--- src/rtl/iomem_rx_fifo.sv ---
// iomem_rx_fifo: receive byte packer and word FIFO drained over the iomem bus.
//
// Bytes from the network datapath are packed little-endian into 32-bit words.
// Each word is stored with its byte count and end-of-packet flag. The CPU
// reads the words through a register window selected by iomem_addr[31:24].
//
// Register window, selected by iomem_addr[3:2]:
//   0x00 DATA   (RO) returns the head word and pops it; returns 0 when empty
//   0x04 STATUS (RO) [0] nonempty [1] full [2] overflow [4:3] head bytes-1
//                    [5] head last [15:8] entry count
//   0x08 CTRL   (RW) [0] enable [1] irq_en [2] flush (write-1, reads 0)
//   0x0C        reads 0, writes ignored
//
// Ports:
//   clk, reset              single clock, synchronous active-high reset
//   iomem_valid/ready       bus handshake; ready is a one-cycle pulse
//   iomem_wstrb/addr/wdata  bus request; wstrb==0 means read
//   iomem_rdata             read data, valid while iomem_ready is high
//   rx_valid/ready          byte stream handshake (rx_ready is combinational)
//   rx_data/rx_last         byte and end-of-packet marker
//   irq                     registered level interrupt (irq_en & nonempty)
//
// Build option RXFIFO_DROP_EN: rx_ready follows enable alone. A word that
// completes while the FIFO is full is dropped and sets the sticky overflow
// bit. Without it the stream is backpressured and overflow stays 0.

module iomem_rx_fifo #(
    parameter int unsigned DEPTH   = 16,
    parameter logic [7:0]  ADDR_HI = 8'h04
) (
    input  logic        clk,
    input  logic        reset,
    input  logic        iomem_valid,
    output logic        iomem_ready,
    input  logic [3:0]  iomem_wstrb,
    input  logic [31:0] iomem_addr,
    input  logic [31:0] iomem_wdata,
    output logic [31:0] iomem_rdata,
    input  logic        rx_valid,
    output logic        rx_ready,
    input  logic [7:0]  rx_data,
    input  logic        rx_last,
    output logic        irq
);

    localparam int unsigned AW = $clog2(DEPTH);
    localparam int unsigned CW = AW + 1;
    localparam int unsigned EW = 35;

    logic [EW-1:0] mem [DEPTH];
    logic [AW-1:0] wr_ptr;
    logic [AW-1:0] rd_ptr;
    logic [CW-1:0] count;
    logic          enable;
    logic          irq_en;
    logic          overflow;
    logic [1:0]    idx;
    logic [23:0]   hold;

    logic          full;
    logic          empty;
    logic          decode;
    logic          is_rd;
    logic [1:0]    reg_sel;
    logic          pop;
    logic          ctrl_wr;
    logic          flush;
    logic          accept;
    logic          push_req;
    logic          push;
    logic          drop;
    logic [31:0]   word;
    logic [EW-1:0] entry;
    logic [EW-1:0] head;
    logic [31:0]   status;
    logic [31:0]   rd_val;
    logic          unused_ok;

    assign full    = (count == CW'(DEPTH));
    assign empty   = (count == '0);
    assign head    = mem[rd_ptr];

    // Bus decode: one request per handshake, none during the ready cycle
    assign decode  = iomem_valid && !iomem_ready && (iomem_addr[31:24] == ADDR_HI);
    assign is_rd   = (iomem_wstrb == 4'b0000);
    assign reg_sel = iomem_addr[3:2];
    assign pop     = decode && is_rd && (reg_sel == 2'd0) && !empty;
    assign ctrl_wr = decode && iomem_wstrb[0] && (reg_sel == 2'd2);
    assign flush   = ctrl_wr && iomem_wdata[2];

    assign accept   = rx_valid && rx_ready;
    assign push_req = accept && ((idx == 2'd3) || rx_last);

`ifdef RXFIFO_DROP_EN
    assign rx_ready = enable;
    assign push     = push_req && (!full || pop);
    assign drop     = push_req && full && !pop;
`else
    assign rx_ready = enable && !full;
    assign push     = push_req;
    assign drop     = 1'b0;
`endif

    // Current byte merged into its lane; lanes above idx are still zero in hold
    always_comb begin
        word = {8'h00, hold};
        case (idx)
            2'd0: word[7:0]   = rx_data;
            2'd1: word[15:8]  = rx_data;
            2'd2: word[23:16] = rx_data;
            2'd3: word[31:24] = rx_data;
        endcase
    end

    assign entry = {word, idx, rx_last};

    // Head fields are reported as 0 while the FIFO is empty
    assign status = {16'h0000, 8'(count), 2'b00,
                     head[0] && !empty, head[2:1] & {2{!empty}},
                     overflow, full, !empty};

    always_comb begin
        rd_val = 32'h0;
        case (reg_sel)
            2'd0: rd_val = empty ? 32'h0 : head[34:3];
            2'd1: rd_val = status;
            2'd2: rd_val = {30'h0, irq_en, enable};
            2'd3: rd_val = 32'h0;
        endcase
    end

    // Storage array, no reset needed; pointers define validity
    always_ff @(posedge clk) begin
        if (push && !flush) begin
            mem[wr_ptr] <= entry;
        end
    end

    // Bus response, control register and interrupt
    always_ff @(posedge clk) begin
        if (reset) begin
            iomem_ready <= 1'b0;
            iomem_rdata <= 32'h0;
            enable      <= 1'b0;
            irq_en      <= 1'b0;
            irq         <= 1'b0;
        end else begin
            iomem_ready <= decode;
            iomem_rdata <= decode ? rd_val : 32'h0;
            irq         <= irq_en && !empty;
            if (ctrl_wr) begin
                enable <= iomem_wdata[0];
                irq_en <= iomem_wdata[1];
            end
        end
    end

    // Packer, FIFO pointers and overflow; flush beats push and pop
    always_ff @(posedge clk) begin
        if (reset || flush) begin
            wr_ptr   <= '0;
            rd_ptr   <= '0;
            count    <= '0;
            idx      <= 2'd0;
            hold     <= 24'h0;
            overflow <= 1'b0;
        end else begin
            if (accept) begin
                if (push_req) begin
                    idx  <= 2'd0;
                    hold <= 24'h0;
                end else begin
                    idx <= idx + 2'd1;
                    case (idx)
                        2'd0:    hold[7:0]   <= rx_data;
                        2'd1:    hold[15:8]  <= rx_data;
                        2'd2:    hold[23:16] <= rx_data;
                        default: ;
                    endcase
                end
            end
            if (push) begin
                wr_ptr <= wr_ptr + AW'(1);
            end
            if (pop) begin
                rd_ptr <= rd_ptr + AW'(1);
            end
            case ({push, pop})
                2'b10:   count <= count + CW'(1);
                2'b01:   count <= count - CW'(1);
                default: ;
            endcase
            if (drop) begin
                overflow <= 1'b1;
            end
        end
    end

    assign unused_ok = ^{iomem_addr[23:4], iomem_addr[1:0],
                         iomem_wstrb[3:1], iomem_wdata[31:3]};

endmodule

--- config.mk ---
export PLATFORM = sky130hd
export DESIGN_NAME = iomem_rx_fifo
export DESIGN_NICKNAME = d
export VERILOG_FILES = /design/src/rtl/iomem_rx_fifo.sv
export SDC_FILE = /design/constraint.sdc
export NUM_CORES = 1
export LEC_CHECK = 0
export ABC_AREA = 1
export BUFFER_PORTS_ARGS = -buffer_cell sky130_fd_sc_hd__buf_2
export CORE_ASPECT_RATIO = 1.2
export CORE_MARGIN = 3
export CORE_UTILIZATION = 61
export DETAILED_ROUTE_END_ITERATION = 10
export HOLD_SLACK_MARGIN = 0.08
export PLACE_DENSITY = 0.84
export SLEW_MARGIN = 20
export SYNTH_ARGS = -nofsm -noshare
export SYNTH_HDL_FRONTEND = slang
export SYNTH_SLANG_ARGS = --single-unit
--- constraint.sdc ---
create_clock -name clk -period 6 [get_ports clk]
set_input_delay 0.3 -clock clk [delete_from_list [all_inputs] [get_ports clk]]
set_output_delay 0.3 -clock clk [all_outputs]
set_load 0.05 [all_outputs]
==> flow_summary.json, run 1 <==
{
  "cp.arrival_ps": 4790,
  "placed_area_sq_um": 26300,
  "dr.pass1.iters": 7,
  "coreArea_sq_um": 40900,
  "synth_top_area_share_pct": 66.1,
  "diodes": 0,
  "synth_area_sq_um": 25400,
  "cp-start-kind": "register",
  "grt_util_met2_pct": 44.3,
  "power_density_nw_per_um2": 300,
  "setup_viol": 0,
  "grt_overflow": 0,
  "synth_area_per_cell_sq_um": 12.3,
  "clk_pin_slew_ps": 60,
  "finalHoldViolations": 0,
  "worstMarginPinSlew_ps": 1150,
  "synth_top_area_cell": "edfxtp_1",
  "post_drt_wl_per_cell_um": 22.7,
  "hold_path_startpoint": "iomem_addr[3]",
  "wirelength_um": 61400,
  "cts.sinks": 639,
  "fmax_mhz": 221,
  "h-tree-depth": 2,
  "grt_busiest_layer": "met2",
  "post_cts_buffers": 0,
  "dieHeight_um": 230,
  "cpPeakStageDelay_ps": 900,
  "areaGrowthSynthToFinish_pct": 10.8,
  "io_buffers": 64,
  "power_leakage_nw": 10.1,
  "grt_max_degree": 129,
  "critPathCaptureType": "register",
  "cp.required_ps": 6270,
  "grt_pass1_wl_um": 93500,
  "met3_usage_pct": 4.80,
  "ys_ff_latch": 639,
  "synth.distinct_cells": 40,
  "floorplan.initialDensity_pct": 62.1,
  "ant_nets": 0,
  "rr_worst_depth": 10,
  "synthTopCellsByArea": "edfxtp_1 (66%), dfxtp_1 (6.2%), o21ai_0 (5.9%), nor2_1 (4.8%), nand2_1 (3.4%)",
  "power.total_w": 0.00844,
  "grt_use_total_pct": 27.5,
  "drive_gt1_share_pct": 12.6,
  "cts_tree": "done",
  "num_vias": 17279,
  "fin_tns_setup_ps": 0,
  "ys_seq_area_share_pct": 72.3,
  "skew_ps": 20.0,
  "holdPathStages": 4,
  "rr_startpoint": "idx[0]$_SDFFE_PP0P_",
  "outcome": "completed",
  "synthesis.nets": 2161,
  "std_cell_rows": 81,
  "clk_latency_ps": 590,
  "fp.dieW_um": 192,
  "yosysWarnings": 0,
  "hold_path_end": "iomem_rdata[0]$_SDFF_PP0_",
  "synthCells": 2068,
  "slew_violations": 0,
  "final.period_utilization_pct": 75.3,
  "gp_congestion": 0.861,
  "min_path_type": "primary input to register",
  "cts.path.max_buffers": 3,
  "path_cells": "ha_1 > or2_4 > nand4_2 > inv_1 > buf_4 > nand2_2 > inv_1 > nand2_1 > nor2_4 > buf_4",
  "hpwl_um": 32600,
  "crit_family": "simple AND/OR/NAND/NOR gates",
  "slew_headroom_pct": 23.1,
  "fin_area_sq_um": 28200,
  "clockRootBuffer": "clkbuf_16",
  "reg2reg_to": "mem[4][31]$_DFFE_PP_",
  "drtIter0Drc": 2465,
  "rsz0062_at_grt": "no",
  "pin_count": 116,
  "fp.dieArea_sq_um": 44200,
  "met1_usage_pct": 36.8,
  "path_buf_inv": 4,
  "first_global_vias": 16941,
  "r2r_setup_slack_ps": 1480,
  "drc": 0,
  "crit_fanout": 25,
  "max-cap-violations": 0,
  "cpMaxStageDelayCell": "nor2_4",
  "nNetsFinal": 2210,
  "avgViaCountPerCell": 6.39,
  "post-route-min-period_ps": 4520,
  "cts_made_buffers": 56,
  "grt_antenna_before_repair": 1,
  "worstSetupPathType": "register to register",
  "ir_drop_mv": 0.246
}
## what timing repair did
action / CTS / global route
endpoints found under the hold margin: 6 / 0
hold buffers: 5 / 0
resized for setup: 0 / 0
## per-stage QoR
stage | std cells | utilization [%] | hold slack [ps] | setup slack, ps
2_1_floorplan | 2068 | - | 376 | 1710
3_3_place_gp | 2593 | 64.2 | 444 | 1730
3_5_place_dp | 2593 | 64.2 | 450 | 1570
4_1_cts | 2703 | 68.8 | 85.6 | 1550
5_1_grt | 2703 | 68.8 | 112 | 1240
6_report | 2703 | 68.8 | 97.0 | 1480
## report_power, final
| part | internal (W) | switching [W] | total, W |
|---|---|---|---|
| clock | 0.00203 | 0.00158 | 0.00361 |
| combinational | 0.0000164 | 0.0000422 | 0.0000585 |
| sequential | 0.00477 | 0.0000000430 | 0.00478 |
## cells in the final DEF (no fill, tap or decap), types with 3 or more instances in the layout
cell type / netlist / routed
buf_4: 19 / 54
a21oi_1: 22 / 22
o21ai_0: 301 / 299
nand3_4: 3 / 3
clkinvlp_4: 0 / 5
clkinv_1: 3 / 9
o22ai_1: 136 / 136
nand2_1: 229 / 228
clkinv_2: 0 / 15
ha_1: 12 / 12
nor2_1: 325 / 317
buf_2: 24 / 64
edfxtp_1: 560 / 560
inv_1: 81 / 81
nor2_4: 4 / 12
clkbuf_1: 67 / 8
dfxtp_1: 79 / 75
dlygate4sd3_1: 0 / 5
a31oi_1: 24 / 24
clkbuf_16: 0 / 56
nor3_2: 1 / 9
a2111oi_2: 16 / 16
bufinv_16: 0 / 5
xor2_1: 3 / 3
nand3_1: 69 / 69
nor3_1: 15 / 7
nor2_2: 3 / 3
a211oi_1: 11 / 11
o221ai_1: 3 / 3
nand2_2: 4 / 5
clkbuf_8: 0 / 8
nand4_1: 4 / 4
o21ai_1: 13 / 15
## area by class of cell
| type | count | area (sq um) |
|---|---|---|
| flip-flops and latches | 639 | 18400 |
| fillers | 2584 | 12800 |
| multi-input cells | 1208 | 6100 |
| clock buffers | 72 | 1540 |
| repair buffers | 124 | 796 |
| well taps | 539 | 674 |
| inverters | 88 | 339 |
| clock inverters | 33 | 309 |
## tightest hold or removal path, cell delays in order
cell	delay, ps
buf_2	120
nor2_1	80
nand2_1	70
a31oi_1	70
## how the worst max path moves through the flow
stage / from / end / slack, ps / cells after the start
5_1_grt: idx[0]$_SDFFE_PP0P_ / mem[4][31]$_DFFE_PP_ / 1240 / 10
4_1_cts: idx[0]$_SDFFE_PP0P_ / mem[4][31]$_DFFE_PP_ / 1550 / 10
3_5_place_dp: idx[1]$_SDFFE_PP0P_ / mem[4][31]$_DFFE_PP_ / 1570 / 10
2_1_floorplan: idx[0]$_SDFFE_PP0P_ / mem[1][0]$_DFFE_PP_ / 1710 / 7
6_report: idx[0]$_SDFFE_PP0P_ / mem[4][31]$_DFFE_PP_ / 1480 / 10
3_3_place_gp: idx[1]$_SDFFE_PP0P_ / mem[4][32]$_DFFE_PP_ / 1730 / 10
## state kept, by name, indices dropped and copies added, names as in the netlist, 2 cells and up, named ones only
signal       cells
mem            560
iomem_rdata     32
hold            24
count            5
rd_ptr           4
wr_ptr           4
idx              2
## Yosys cell counts, drive strengths merged
cell,instances
o211ai,2
xnor2,1
a2111oi,17
nor3,16
o221ai,3
or2,1
o21ai,314
a31oi,24
nor2,332
clkinv,3
a211oi,11
nand2,235
dfxtp,79
a21oi,22
buf,65
nand3,74
clkbuf,68
inv,85
edfxtp,560
ha,12
xor2,3
nand4,5
o22ai,136
## metal layers
layer  share of wire, %  wire length, um  vias to the layer above
met4                4.1             2540                        2
li1                   -                -                     7577
met5              0.021               13                        -
met2                 48            29600                     1239
met3                 12             7170                      214
met1                 36            22000                     8247
## logic make-up after synthesis
logic type	share of synthesized area, %
and+or+nand+nor	10.8
buffers and inverters	4.07
xor gates and xnor gates	0.138
DFF	72.3
AOI/OAI and AO/OA	12.1
adders and majority gates	0.590
Note: power is estimated with default switching activity, not from simulation.
==> run 2: changes to the inputs <==
- ABC_AREA: 1 -> 0
- clock period: 6 -> 4.2 ns (I/O delays scaled with it)
==> run 2 against run 1 <==
Against the previous run: setup slack lost 850 ps; synthesized cell count shrank 43%; power grew 44%; first-iteration DRC count shrank 28%; non-clock buffer count shrank 7; wire length shrank 7.0%; global-route usage shrank 0.062 points; critical path depth grew 2; cell count shrank 31%; via count shrank 28%; clock-buffer cell count shrank 2; critical endpoint is now count[2]$_SDFFE_PP0P_.
==> flow_summary.json, run 2 <==
{
  "io_buffers": 64,
  "rsz0062_at_grt": "no",
  "route.met3.wl_um": 5230,
  "synth.distinct_cells": 47,
  "cts.sinks": 639,
  "largest-register": "mem",
  "fmax_mhz": 280,
  "yosysWarnings": 0,
  "post_cts_buffers": 0,
  "wl_met1_um": 20000,
  "ctsResizeCount": 0,
  "critPathCaptureType": "register",
  "setup_viol": 0,
  "power_density_nw_per_um2": 436,
  "final_common_cell": "edfxtp_1",
  "h-tree-depth": 2,
  "coreArea_sq_um": 39200,
  "fp.dieW_um": 189,
  "synth_common_cells": "edfxtp_1 (560), mux4_2 (172), dfxtp_1 (79)",
  "outcome": "completed",
  "skew_ps": 20.1,
  "grt_use_total_pct": 27.4,
  "layout_common_cells": "edfxtp_1 (560), mux4_2 (172), dfxtp_1 (75)",
  "post-route-min-period_ps": 3570,
  "post_drt_wl_per_cell_um": 30.6,
  "drtIter0Drc": 1779,
  "diodes": 0,
  "max-cap-violations": 0,
  "clk_latency_ps": 590,
  "finalHoldViolations": 0,
  "path_cells": "ha_1 > nor2_1 > a211oi_2 > buf_4 > inv_1 > ha_1 > xor2_1 > ha_1 > nor3_1 > a221o_1 > nor3b_2 > mux2i_1",
  "drive_gt1_share_pct": 32.0,
  "power_leakage_nw": 8.13,
  "multi_input_area_sq_um": 5890,
  "wl_met2_um": 29700,
  "placed_area_sq_um": 25800,
  "crit_fanout": 20,
  "slew_headroom_pct": 27.0,
  "pin_count": 116,
  "final.period_utilization_pct": 85.0,
  "hpwl_um": 29900,
  "grt_max_degree": 63,
  "cts.path.max_buffers": 3,
  "synth_top_area_cell": "edfxtp_1",
  "std_cell_rows": 79,
  "worstSetupPathType": "register to register",
  "gp_congestion": 0.804,
  "fp.dieArea_sq_um": 42700,
  "areaGrowthSynthToFinish_pct": 13.2,
  "synth_top_area_share_pct": 68.5,
  "cp-start-kind": "register",
  "largest_reg_flops": 560,
  "grt_antenna_before_repair": 1,
  "cp.arrival_ps": 4100,
  "grt_overflow": 0,
  "dieHeight_um": 226,
  "ir_drop_mv": 0.456,
  "synthTopCellsByArea": "edfxtp_1 (68%), mux4_2 (16%), dfxtp_1 (6.4%), mux2_2 (1.2%), nand2_1 (0.89%)",
  "synthesis.nets": 1280,
  "worstMarginPinSlew_ps": 1090,
  "top_regs": "mem x560, iomem_rdata x32, hold x24",
  "async_flop_share_pct": 0,
  "first_global_vias": 13004,
  "synthCells": 1187,
  "r2r_setup_slack_ps": 630,
  "avgViaCountPerCell": 6.70,
  "drc": 0,
  "dr.pass1.iters": 6,
  "cts_hold_buf": 8,
  "cpMostUsedCell": "ha_1",
  "num_vias": 12522,
  "highest_layer": "met4",
  "regArea_sq_um": 18400,
  "cts_made_buffers": 55,
  "min_path_type": "primary input to register",
  "wirelength_um": 57100,
  "num-fill-cells": 2238,
  "synth_area_per_cell_sq_um": 20.7,
  "cpMaxStageDelayCell": "nor2_1",
  "ys_ff_latch": 639,
  "grt_pass1_wl_um": 85200,
  "fin_area_sq_um": 27800,
  "slew_violations": 0,
  "ant_nets": 0,
  "fin_tns_setup_ps": 0,
  "nNetsFinal": 1389,
  "synth_edf_count": 560,
  "clk_pin_slew_ps": 70,
  "cp.required_ps": 4730,
  "cpPeakStageDelay_ps": 750,
  "synth.most_common_cell": "edfxtp_1",
  "clockRootBuffer": "clkbuf_16",
  "synth_ff_type": "edfxtp_1",
  "ys_seq_area_share_pct": 74.9,
  "floorplan.initialDensity_pct": 62.6,
  "cts_tree": "done",
  "synth_area_sq_um": 24600
}
==> run 2: changes by cell type after synthesis, sizes merged, moves of 30 or more <==
cell / before / now
buf: 65 / 35
clkbuf: 68 / 30
inv: 85 / 14
mux4: 0 / 172
nand2: 235 / 58
nand3: 74 / 10
nor2: 332 / 36
o21ai: 314 / 8
o22ai: 136 / 4
==> run 2: worst max-delay path: cells and delay by family, from the launching register on <==
| kind | cells | cell delay (ps) |
|---|---|---|
| simple gates | 3 | 1030 |
| mux | 1 | 180 |
| flops | 1 | 490 |
| xor+xnor | 1 | 180 |
| fa+ha+maj | 3 | 870 |
| compound gates | 2 | 460 |
| buf+inv | 2 | 280 |
==> run 2: power breakdown <==
group           total, W  switching, W  internal [W]
Sequential       0.00682  0.0000000183       0.00682
Combinational  0.0000760     0.0000553     0.0000206
Clock            0.00522       0.00225       0.00297
Total             0.0121       0.00231       0.00981
==> run 2: per-layer routing <==
| layer | track usage, % | up-vias |
|---|---|---|
| li1 | - | 5071 |
| met4 | 10.4 | 0 |
| met3 | 4.41 | 170 |
| met5 | 0 | - |
| met2 | 46.9 | 786 |
| met1 | 36.2 | 6495 |
==> run 2: cells by family (layout without fill, tap and decap cells) <==
| group | count (synthesis) | in the layout | share of synthesized area [%] |
|---|---|---|---|
| xor+xnor | 9 | 9 | 0.321 |
| mux | 210 | 210 | 17.5 |
| flops | 639 | 639 | 74.9 |
| compound gates | 60 | 60 | 1.49 |
| fa+ha+maj | 12 | 12 | 0.612 |
| buf+inv | 82 | 238 | 1.64 |
| simple gates | 175 | 175 | 3.54 |
==> run 2: area by class of cell <==
| class | instances | share of cell area [%] |
|---|---|---|
| Clock buffer | 70 | 5.53 |
| Clock inverter | 34 | 1.25 |
| Inverter | 17 | 0.230 |
| Multi-Input combinational cell | 466 | 21.2 |
| Sequential cell | 639 | 66.3 |
| Tap cell | 526 | 2.37 |
| Timing Repair Buffer | 117 | 3.15 |
==> run 2: path summary, 6_finish.rpt <==
check                       start                   endpoint  depth (start not counted)
max           idx[1]$_SDFFE_PP0P_      count[2]$_SDFFE_PP0P_                         12
min                iomem_addr[25]  iomem_rdata[1]$_SDFF_PP0_                          4
max reg2reg   idx[1]$_SDFFE_PP0P_      count[2]$_SDFFE_PP0P_                         12
min reg2reg  hold[2]$_SDFFE_PP0P_       hold[2]$_SDFFE_PP0P_                          2
==> run 2: through the flow <==
step                std cells  util [%]  worst slack (ps)  hold slack (ps)  power (W)
global route             1869      70.8               370              136     0.0124
CTS                      1869      70.8               680             81.5     0.0122
finish                   1869      70.8               629             91.5     0.0121
floorplan                1187         -               489              282    0.00699
detailed placement       1757      65.8               748              445    0.00703
global placement         1757      65.8               830              435    0.00702
==> run 3: changes to the inputs <==
- CORE_ASPECT_RATIO: 1.2 -> 0.6
==> run 3 against run 2 <==
Against the previous run: die area increased by 0.16%; clock-buffer cell count increased by 6; critical path type unchanged; via count decreased by 0.93%; largest power group unchanged; setup slack improved by 130 ps.
==> flow_summary.json, run 3 (synthesis gave the netlist of run 2 again) <==
{
  "outcome": "completed",
  "post_drt_wl_per_cell_um": 30.1,
  "final.period_utilization_pct": 82.0,
  "worstSetupPathType": "register to register",
  "path_buf_inv": 1,
  "layoutNonFillerInstCount": 1865,
  "cts.sinks": 639,
  "met1_usage_pct": 39.0,
  "crit_family": "simple AND/OR/NAND/NOR gates",
  "cp.depth": 11,
  "switching_share_pct": 19.1,
  "cpMostUsedCell": "ha_1",
  "cpMaxStageDelayCell": "nor2_1",
  "std_cell_rows": 56,
  "drive_gt1_share_pct": 30.9,
  "rr_worst_depth": 11,
  "holdPathStages": 4,
  "num-fill-cells": 2286,
  "clkPwrFrac_pct": 41.7,
  "finalHoldViolations": 0,
  "wirelength_um": 56200,
  "fin_ws_ps": 755,
  "clk_pin_slew_ps": 70,
  "power_frac_seq_pct": 57.6,
  "fp.dieArea_sq_um": 42800,
  "power_density_nw_per_um2": 428,
  "gp_congestion": 0.827,
  "top_regs": "mem x560, iomem_rdata x32, hold x24",
  "multi_input_area_sq_um": 5890,
  "final_common_cell": "edfxtp_1",
  "grt_max_degree": 62,
  "clk_latency_ps": 600,
  "fin_tns_setup_ps": 0,
  "largest_reg_flops": 560,
  "clockRootBuffer": "clkbuf_16",
  "slew_violations": 0,
  "skew_ps": 31.8,
  "largest-register": "mem",
  "regArea_sq_um": 18400,
  "grt_busiest_layer": "met2",
  "grt_overflow": 0,
  "h-tree-depth": 2,
  "max-cap-violations": 0,
  "cp-start-kind": "register",
  "dieHeight_um": 161,
  "crit_fanout": 11,
  "avgViaCountPerCell": 6.65,
  "critPathCaptureType": "register",
  "setup_viol": 0,
  "num_vias": 12405,
  "power_leakage_nw": 8.04,
  "io_buffers": 64,
  "hpwl_um": 31000,
  "ctsResizeCount": 0,
  "cts_made_buffers": 53,
  "dp.cells": 1757,
  "grt_pass1_wl_um": 83400,
  "grt_use_total_pct": 27.0,
  "nNetsFinal": 1390,
  "coreArea_sq_um": 39400,
  "areaGrowthSynthToFinish_pct": 12.6,
  "rsz0062_at_grt": "no",
  "pin_count": 116,
  "cts_tree": "done",
  "dpl_worst_slack_ps": 808,
  "layout_common_cells": "edfxtp_1 (560), mux4_2 (172), dfxtp_1 (75)",
  "dr.pass1.iters": 5,
  "cp.required_ps": 4720,
  "grt_util_met2_pct": 41.4,
  "floorplan.initialDensity_pct": 62.3,
  "cts.path.max_buffers": 3,
  "grt_antenna_before_repair": 3,
  "worstMarginPinSlew_ps": 1090,
  "slew_headroom_pct": 27.5,
  "path_cells": "ha_1 > nor2_1 > a211oi_2 > inv_1 > ha_1 > xor2_1 > ha_1 > nor3_1 > a221o_1 > nor3b_2 > mux2i_1",
  "drc": 0,
  "p_comb_share_pct": 0.6,
  "first_global_vias": 12763,
  "fmax_mhz": 290,
  "ir_drop_mv": 0.448,
  "power_switching_w": 0.00226,
  "met3_usage_pct": 6.41,
  "min_path_type": "primary input to register",
  "internal-power_w": 0.00958,
  "drtIter0Drc": 1438,
  "ant_nets": 0,
  "cp.arrival_ps": 3960,
  "post-route-min-period_ps": 3440,
  "fp.dieW_um": 265,
  "cpPeakStageDelay_ps": 730
}
-- run 3: cell count changes in the layout (fill, tap and decap cells not counted), moves of 2 or more --
| cell | previous run | this run |
|---|---|---|
| inv_4 | 2 | 0 |
| clkbuf_1 | 7 | 18 |
| buf_4 | 34 | 38 |
| clkinv_2 | 18 | 8 |
| clkinv_4 | 2 | 0 |
| clkinv_1 | 5 | 8 |
| diode_2 | 0 | 2 |
| clkbuf_16 | 57 | 53 |
-- run 3: worst register-to-register path, delay by kind of cell, from the launching register on --
kind | cells | cell delay (ps)
simple gates | 3 | 1030
fa+ha+maj | 3 | 860
compound gates | 2 | 640
flops | 1 | 320
xor+xnor | 1 | 220
mux | 1 | 190
buf+inv | 1 | 120
-- run 3: layout make-up --
| cell class | instances | area share, % |
|---|---|---|
| Sequential cell | 639 | 66.6 |
| Multi-Input combinational cell | 466 | 21.3 |
| Clock buffer | 76 | 5.29 |
| Timing Repair Buffer | 120 | 3.24 |
| Tap cell | 522 | 2.36 |
| Clock inverter | 23 | 0.933 |
| Inverter | 17 | 0.231 |
| Antenna cell | 2 | 0.0181 |
-- run 3: layer usage --
layer	up-vias	part of all wire, %	routed length [um]
li1	5067	-	-
met1	6444	39	21700
met2	735	47	26400
met3	157	11	6130
met4	2	3.5	1960
met5	-	0.023	13
-- run 3: path summary, 6_finish.rpt --
path                        start                        end  slack, ps
min reg2reg  hold[4]$_SDFFE_PP0P_       hold[4]$_SDFFE_PP0P_        450
min                iomem_addr[25]  iomem_rdata[1]$_SDFF_PP0_        130
max reg2reg   idx[0]$_SDFFE_PP0P_      count[2]$_SDFFE_PP0P_        760
max           idx[0]$_SDFFE_PP0P_      count[2]$_SDFFE_PP0P_        760
-- run 3: repair_timing --
item,4_1_cts,5_1_grt
hold endpoints to repair,20,0
endpoints found under the setup margin,0,0
hold buffers,7,0
setup buffers,0,0
-- run 3: power by group through the flow --
stage          sequential, W  clock, W  combinational (W)
3_5_place_dp         0.00696         0          0.0000682
5_1_grt              0.00681   0.00524          0.0000782
4_1_cts              0.00682   0.00500          0.0000719
2_1_floorplan        0.00696         0          0.0000270
3_3_place_gp         0.00696         0          0.0000650
6_report             0.00682   0.00494          0.0000747
-- run 3: metrics by stage --
step	power [W]	area [sq um]	util [%]	hold slack, ps
2_1_floorplan	0.00699	24600	-	282
3_3_place_gp	0.00702	25800	65.6	435
3_5_place_dp	0.00703	25800	65.6	445
4_1_cts	0.0119	27600	70.2	101
5_1_grt	0.0121	27600	70.2	140
6_report	0.0118	27600	70.2	127
